[src/rtl/wb_host_initiator.sv]
// wb_host_initiator
//   Single-outstanding Wishbone classic initiator. Turns a valid/ready command
//   stream into one bus cycle at a time and returns exactly one response per
//   command. Every output is registered.
//
//   Optional feature macro: WB_HOST_TIMEOUT_EN
//     defined   : a saturating counter aborts a bus cycle after TIMEOUT_CYCLES
//                 bus cycles without ack. The response then carries
//                 rsp_err_o=1 and rsp_dat_o=ERR_DATA.
//     undefined : BUS waits for ack indefinitely and rsp_err_o is tied to 0.
//
//   Parameters
//     TIMEOUT_CYCLES : bus cycles to wait for ack before aborting (1..65535)
//     ERR_DATA       : rsp_dat_o value for an aborted cycle
//
//   Ports
//     wb_clk_i, wb_rst_ni               clock, async active-low reset
//     cmd_valid_i / cmd_ready_o         command handshake
//     cmd_we_i, cmd_sel_i,
//     cmd_adr_i, cmd_dat_i              command payload
//     rsp_valid_o / rsp_ready_i         response handshake
//     rsp_dat_o, rsp_err_o              response payload
//     wbm_cyc_o, wbm_stb_o, wbm_we_o,
//     wbm_sel_o, wbm_adr_o, wbm_dat_o   Wishbone initiator outputs
//     wbm_ack_i, wbm_dat_i              Wishbone slave returns
module wb_host_initiator #(
  parameter int unsigned TIMEOUT_CYCLES = 255,
  parameter logic [31:0] ERR_DATA       = 32'hDEADBEEF
) (
  input  logic        wb_clk_i,
  input  logic        wb_rst_ni,
  input  logic        cmd_valid_i,
  output logic        cmd_ready_o,
  input  logic        cmd_we_i,
  input  logic [3:0]  cmd_sel_i,
  input  logic [31:0] cmd_adr_i,
  input  logic [31:0] cmd_dat_i,
  output logic        rsp_valid_o,
  input  logic        rsp_ready_i,
  output logic [31:0] rsp_dat_o,
  output logic        rsp_err_o,
  output logic        wbm_cyc_o,
  output logic        wbm_stb_o,
  output logic        wbm_we_o,
  output logic [3:0]  wbm_sel_o,
  output logic [31:0] wbm_adr_o,
  output logic [31:0] wbm_dat_o,
  input  logic        wbm_ack_i,
  input  logic [31:0] wbm_dat_i
);

  typedef enum logic [1:0] {
    S_IDLE,
    S_BUS,
    S_RESP
  } state_t;

  state_t state_q, state_d;

  logic accept;
  logic ack_hit;
  logic tmo_hit;
  logic cyc_q;

  // In IDLE cmd_ready_o is always high, so valid alone is the handshake.
  assign accept  = (state_q == S_IDLE) && cmd_valid_i;
  assign ack_hit = (state_q == S_BUS) && wbm_ack_i;

`ifdef WB_HOST_TIMEOUT_EN
  localparam int unsigned CW = $clog2(TIMEOUT_CYCLES + 1);
  localparam logic [CW-1:0] TMO_LAST = CW'(TIMEOUT_CYCLES - 1);

  logic [CW-1:0] tmo_cnt_q;

  // Ack takes priority over the terminal count.
  assign tmo_hit = (state_q == S_BUS) && !wbm_ack_i && (tmo_cnt_q == TMO_LAST);

  always_ff @(posedge wb_clk_i or negedge wb_rst_ni) begin
    if (!wb_rst_ni) begin
      tmo_cnt_q <= '0;
    end else if (accept) begin
      tmo_cnt_q <= '0;
    end else if ((state_q == S_BUS) && (tmo_cnt_q != '1)) begin
      tmo_cnt_q <= tmo_cnt_q + 1'b1;
    end
  end

  always_ff @(posedge wb_clk_i or negedge wb_rst_ni) begin
    if (!wb_rst_ni) begin
      rsp_err_o <= 1'b0;
    end else if (ack_hit) begin
      rsp_err_o <= 1'b0;
    end else if (tmo_hit) begin
      rsp_err_o <= 1'b1;
    end
  end
`else
  assign tmo_hit   = 1'b0;
  assign rsp_err_o = 1'b0;
`endif

  // State register
  always_ff @(posedge wb_clk_i or negedge wb_rst_ni) begin
    if (!wb_rst_ni) begin
      state_q <= S_IDLE;
    end else begin
      state_q <= state_d;
    end
  end

  // Next-state decode
  always_comb begin
    state_d = state_q;
    unique case (state_q)
      S_IDLE:  if (cmd_valid_i)        state_d = S_BUS;
      S_BUS:   if (ack_hit || tmo_hit) state_d = S_RESP;
      S_RESP:  if (rsp_ready_i)        state_d = S_IDLE;
      default:                         state_d = S_IDLE;
    endcase
  end

  // Registered outputs, loaded on the same transitions as the state register.
  always_ff @(posedge wb_clk_i or negedge wb_rst_ni) begin
    if (!wb_rst_ni) begin
      cmd_ready_o <= 1'b1;
      cyc_q       <= 1'b0;
      wbm_we_o    <= 1'b0;
      wbm_sel_o   <= '0;
      wbm_adr_o   <= '0;
      wbm_dat_o   <= '0;
      rsp_valid_o <= 1'b0;
      rsp_dat_o   <= '0;
    end else begin
      if (accept) begin
        cmd_ready_o <= 1'b0;
        cyc_q       <= 1'b1;
        wbm_we_o    <= cmd_we_i;
        wbm_sel_o   <= cmd_sel_i;
        wbm_adr_o   <= cmd_adr_i;
        wbm_dat_o   <= cmd_dat_i;
      end
      if (ack_hit) begin
        cyc_q       <= 1'b0;
        rsp_valid_o <= 1'b1;
        rsp_dat_o   <= wbm_we_o ? '0 : wbm_dat_i;
      end else if (tmo_hit) begin
        cyc_q       <= 1'b0;
        rsp_valid_o <= 1'b1;
        rsp_dat_o   <= ERR_DATA;
      end
      // No bypass: the command side reopens only after the response handshake.
      if ((state_q == S_RESP) && rsp_ready_i) begin
        rsp_valid_o <= 1'b0;
        cmd_ready_o <= 1'b1;
      end
    end
  end

  // A single register drives both so cyc and stb can never disagree.
  assign wbm_cyc_o = cyc_q;
  assign wbm_stb_o = cyc_q;

endmodule

[config.mk]
export PLATFORM = sky130hd
export DESIGN_NAME = wb_host_initiator
export DESIGN_NICKNAME = d
export VERILOG_FILES = /design/src/rtl/wb_host_initiator.sv
export SDC_FILE = /design/constraint.sdc
export NUM_CORES = 1
export LEC_CHECK = 0
export CAP_MARGIN = 25
export CORE_MARGIN = 5
export CORE_UTILIZATION = 36
export DETAILED_ROUTE_END_ITERATION = 16
export PLACE_DENSITY = 0.76
export RECOVER_POWER = 25
export SYNTH_ARGS = -nofsm -noshare
export SYNTH_HDL_FRONTEND = slang
export SYNTH_SLANG_ARGS = --single-unit
[constraint.sdc]
create_clock -name wb_clk_i -period 1.65 [get_ports wb_clk_i]
set_clock_uncertainty 0.1 [all_clocks]
set_input_delay 0.2475 -clock wb_clk_i [delete_from_list [all_inputs] [get_ports wb_clk_i]]
set_output_delay 0.2475 -clock wb_clk_i [all_outputs]
set_load 0.02 [all_outputs]
=== Yosys cells after proc, flatten, opt, wreduce, memory -nomap -nowiden ===
Cells that the tools add are included.

* Register bits: 106
* Input port bits: 106
* Output and inout bits: 106

* Equal/unequal tests: 5
* Multiplexer cells: 11
* Reductions and logical operators: 8

{| class="wikitable"
|+ Operators by type and width
! cell !! number
|-
| 32-bit 2-to-1 mux || 1
|-
| 1-bit 2-to-1 mux || 6
|-
| 2-bit 2-to-1 mux || 3
|-
| 2-bit != test (second input constant) || 3
|-
| 2-bit case mux with 3 select lines || 1
|-
| 2-bit nonzero test || 3
|-
| 1-bit logical AND || 3
|-
| 3-bit AND reduction || 1
|-
| 2-bit by 1-bit equality test with 1-bit output (second input constant) || 1
|-
| 2-bit equality test (second input constant) || 1
|-
| 2-bit zero test || 1
|}

=== Longest topological paths before layout ===
* Word-level depth: 4
* Depth in mapped cells: 5
* Mapped depth without buffers: 3

=== Worst setup path after synthesis ===
Ideal clock, no wire load.

* Kind: reg-to-reg
* Start point: register state_q[0]
* End point: register wbm_adr_o[24]
* Data arrival time: 1.296 ns
* Path slack: 0.129 ns
* Cell stages (with the launch flop): 6
* Path buffers: 2
* Clock period less this slack: 1.521 ns
* Cells stage by stage: dfrtp_1 -> nand2b_4 -> nor2_4 -> buf_6 -> buf_6 -> mux2_4

* Word-level cells in the longest chain between the ends: 2

{| class="wikitable"
|+ RTL lines
! what !! line !! text
|-
| start: declaration || 58 || <nowiki>state_t state_q, state_d;</nowiki>
|-
| start signal: assignment || 107 || <nowiki>state_q <= state_d;</nowiki>
|-
| 2-bit zero test || 66 || <nowiki>assign accept = (state_q == S_IDLE) && cmd_valid_i;</nowiki>
|-
| 1-bit logical AND || 66 ||
|-
| end signal: assignment || 139 || <nowiki>wbm_adr_o <= cmd_adr_i;</nowiki>
|-
| end: declaration || 46 || <nowiki>output logic [31:0] wbm_adr_o,</nowiki>
|}

No other way between the ends.
A chain may end at the register's enable or synchronous reset.

=== Final worst setup path ===
* Start point: register wbm_adr_o[0]
* End point: output wbm_adr_o[0]

No word-level cell between the ends.

==> flow_summary.toml <==
[outcome]
status = "complete, no violations"

[global_route]
grt_pass1_vias = 3359
grt_pass1_wl_mm = 17.6
overflow = 0
grt_max_degree = 66
antenna_found_initial = 0
track_usage_pct = 15.6

[yosys]
synth_top_area_share_pct = 63.1
muxShareOfSynthArea_pct = 19.6
synth_simple_gate_area_share_pct = 8.83
synth_top_area_cell = "dfrtp_1"
synthTopCellsByArea = "dfrtp_1 63%, mux2_2 16%, nand2b_1 4.8%, o21ai_0 4.1%, mux2_4 3.6%"
synth-edff-count = 0
synth_top_family_by_area = "multiplexers"
synthDistinctLibCells = 20
synth_compound_area_share_pct = 4.99
synth_xor_area_share_pct = 0
syn_area_per_cell_um2 = 13.4
ys_async_sr_fraction_pct = 100
mappedNetlistArea_mm2 = 0.00417
synth_nets = 416
synth-adder-area-share_pct = 0
yosysWarnings = 0
ys_ff_latch = 106
synth_common_cells = "105 x dfrtp_1, 59 x mux2_2, 34 x nand2_1, 34 x o21ai_0, 32 x nand2b_1"
synth-main-ff-cell = "dfrtp_1"
yosysMostFrequentCell = "dfrtp_1"
synth_cells = 310
ys_seq_area_share_pct = 63.7

[drt]
via_per_inst = 4.63
wl_mm = 10.8
drt_iter0_markers = 106
dr.pass1.iters = 4
ant_nets = 0
wl_per_cell_um = 16.0
vias = 3117
drc_errors = 0

[critical_path]
cp-end-kind = "output port"
crit_family = "buffers and inverters"
crit_required_ns = 1.30
path_depth = 1
startpoint_type = "flop"
critPathBufInv = 1
crit_fanout = 2
crit_type = "flop to output port"
slowest_stage = "clkdlybuf4s50_1"
r2r_slack_ns = 0.14
crit_path_cell_trace = "clkdlybuf4s50_1"
arrival_ns = 1.27
max_stage_delay_ns = 0.60
rr_worst_depth = 4

[timing]
slew_violations = 0
worst_pin_slew_ns = 0.745
finalCritPeriodShare_pct = 97.9
relSlewSlack_pct = 50.4
rsz0062_at_grt = "no"
setup_viol = 0
max_freq_mhz = 619
fin_crit_ns = 1.62
final-hold-violation-count = 0

[placement]
io_buffers = 210
hpwl_mm = 8.40
globalplace.congestion = 0.732
place_area_mm2 = 0.00649

[die]
die_x_um = 118
start_util_pct = 36.6
placementRows = 39
core-area_mm2 = 0.0114
ios = 212
die_y_um = 118
die_area_mm2 = 0.0138

[clock_network]
cts_tree = "built"
path_clk_slew_ns = 0.07
clkLatencyLatePin_ns = 0.33
cts_sinks = 106
ctsHtreeMaxLevel = 3
cts-root-buf = "clkbuf_16"
cts_buffers = 9
cts_setup_buffers = 0
cts_buffer_depth = 2

[finish]
drive_gt1_share_pct = 19.2
final_cell_area_mm2 = 0.00675
multi_input_area_mm2 = 0.00139
final_nets = 631
diodes = 0
fillers = 967
area_growth_pct = 62.1
regArea_mm2 = 0.00265

[run]
max-cap-violations = 0

[power_and_ir_drop]
cellLeakagePower_uw = 0.00319
power_uw = 13100
peakVddDrop_mv = 1.10
powerDensity_mw_per_mm2 = 1950

[worst_hold_path]
min_path_type = "input port to asynchronous set/reset pin"
-- flip-flops by register name, summed over array words and instances (netlist names) --
register / cells
cmd_ready_o: 1
rsp_dat_o: 32
rsp_valid_o: 1
state_q: 2
wbm_adr_o: 32
wbm_cyc_o: 1
wbm_dat_o: 32
wbm_sel_o: 4
wbm_we_o: 1
-- routing by layer --
metal / GRT usage, % / up-vias / part of all wire (%)
met2: 26.0 / 131 / 48
met3: 5.86 / 20 / 8.5
li1: - / 1472 / -
met4: 6.02 / 0 / 2.5
met1: 18.2 / 1494 / 41
met5: 0 / - / 0
-- final cells by class --
cell class | count | share of cell area, %
multi-input cells | 182 | 20.6
inverters | 3 | 0.167
well taps | 143 | 2.65
clock buffers | 9 | 3.34
repair buffers | 223 | 32.0
clock inverters | 7 | 1.87
flip-flops and latches | 106 | 39.3
-- per-stage QoR --
stage / instances / setup slack, ns / hold WS [ns] / utilization [%] / setup TNS [ns]
2_1_floorplan: 310 / 0.129 / -0.148 / - / 0
3_3_place_gp: 656 / -0.212 / 0.0263 / 57.1 / -13.62
3_5_place_dp: 656 / -0.233 / 0.0321 / 57.1 / -14.23
4_1_cts: 673 / 0.0000395 / 0.227 / 59.3 / 0
5_1_grt: 673 / 0.00236 / 0.226 / 59.4 / 0
6_report: 673 / 0.0345 / 0.210 / 59.4 / 0
-- placed cells by master, fill, tap and decap left out, types with 2 or more instances in the layout --
cell and count:
o21ai_0 34, mux2_4 10, nor2_1 2, dfrtp_1 105, nand2b_1 32, clkdlybuf4s50_1 105, a21oi_1 6, bufinv_16 3
buf_12 3, dlygate4sd2_1 87, nand2_1 34, clkbuf_16 9, inv_1 3, dlymetal6s2s_1 16, clkinv_4 2, buf_4 8
mux2_2 59
-- kinds of logic after synthesis --
| logic type | count (synthesis) |
|---|---|
| AO/OA/AOI/OAI | 41 |
| multiplexers | 69 |
| other | 1 |
| flip-flops | 106 |
| AND/OR/NAND/NOR | 71 |
| buffers and inverters | 22 |
-- path summary, 6_finish.rpt --
| path | end | startpoint |
|---|---|---|
| worst max register to register | wbm_dat_o[22] | state_q[0] |
| max in group asynchronous | wbm_dat_o[30] | wb_rst_ni |
| worst min-delay path | wbm_sel_o[0] | wb_rst_ni |
| worst max-delay path | wbm_adr_o[0] | wbm_adr_o[0] |
| worst min register to register | rsp_dat_o[7] | rsp_dat_o[7] |
| min in group wb_clk_i | rsp_dat_o[25] | wbm_dat_i[25] |
-- report_power, final --
group	internal (uW)	total [uW]	leakage, uW	switching (uW)
Combinational	2940	6190	0.00174	3250
Sequential	3870	4500	0.00128	625
Clock	1500	2450	0.000168	950
-- what timing repair did --
item	4_1_cts	5_1_grt
endpoints found under the setup margin	88	17
hold buffers	1	0
resized for setup	88	18
gates cloned	0	0
endpoints found under the hold margin	82	0
No activity file was read; power rests on OpenSTA's default activity.
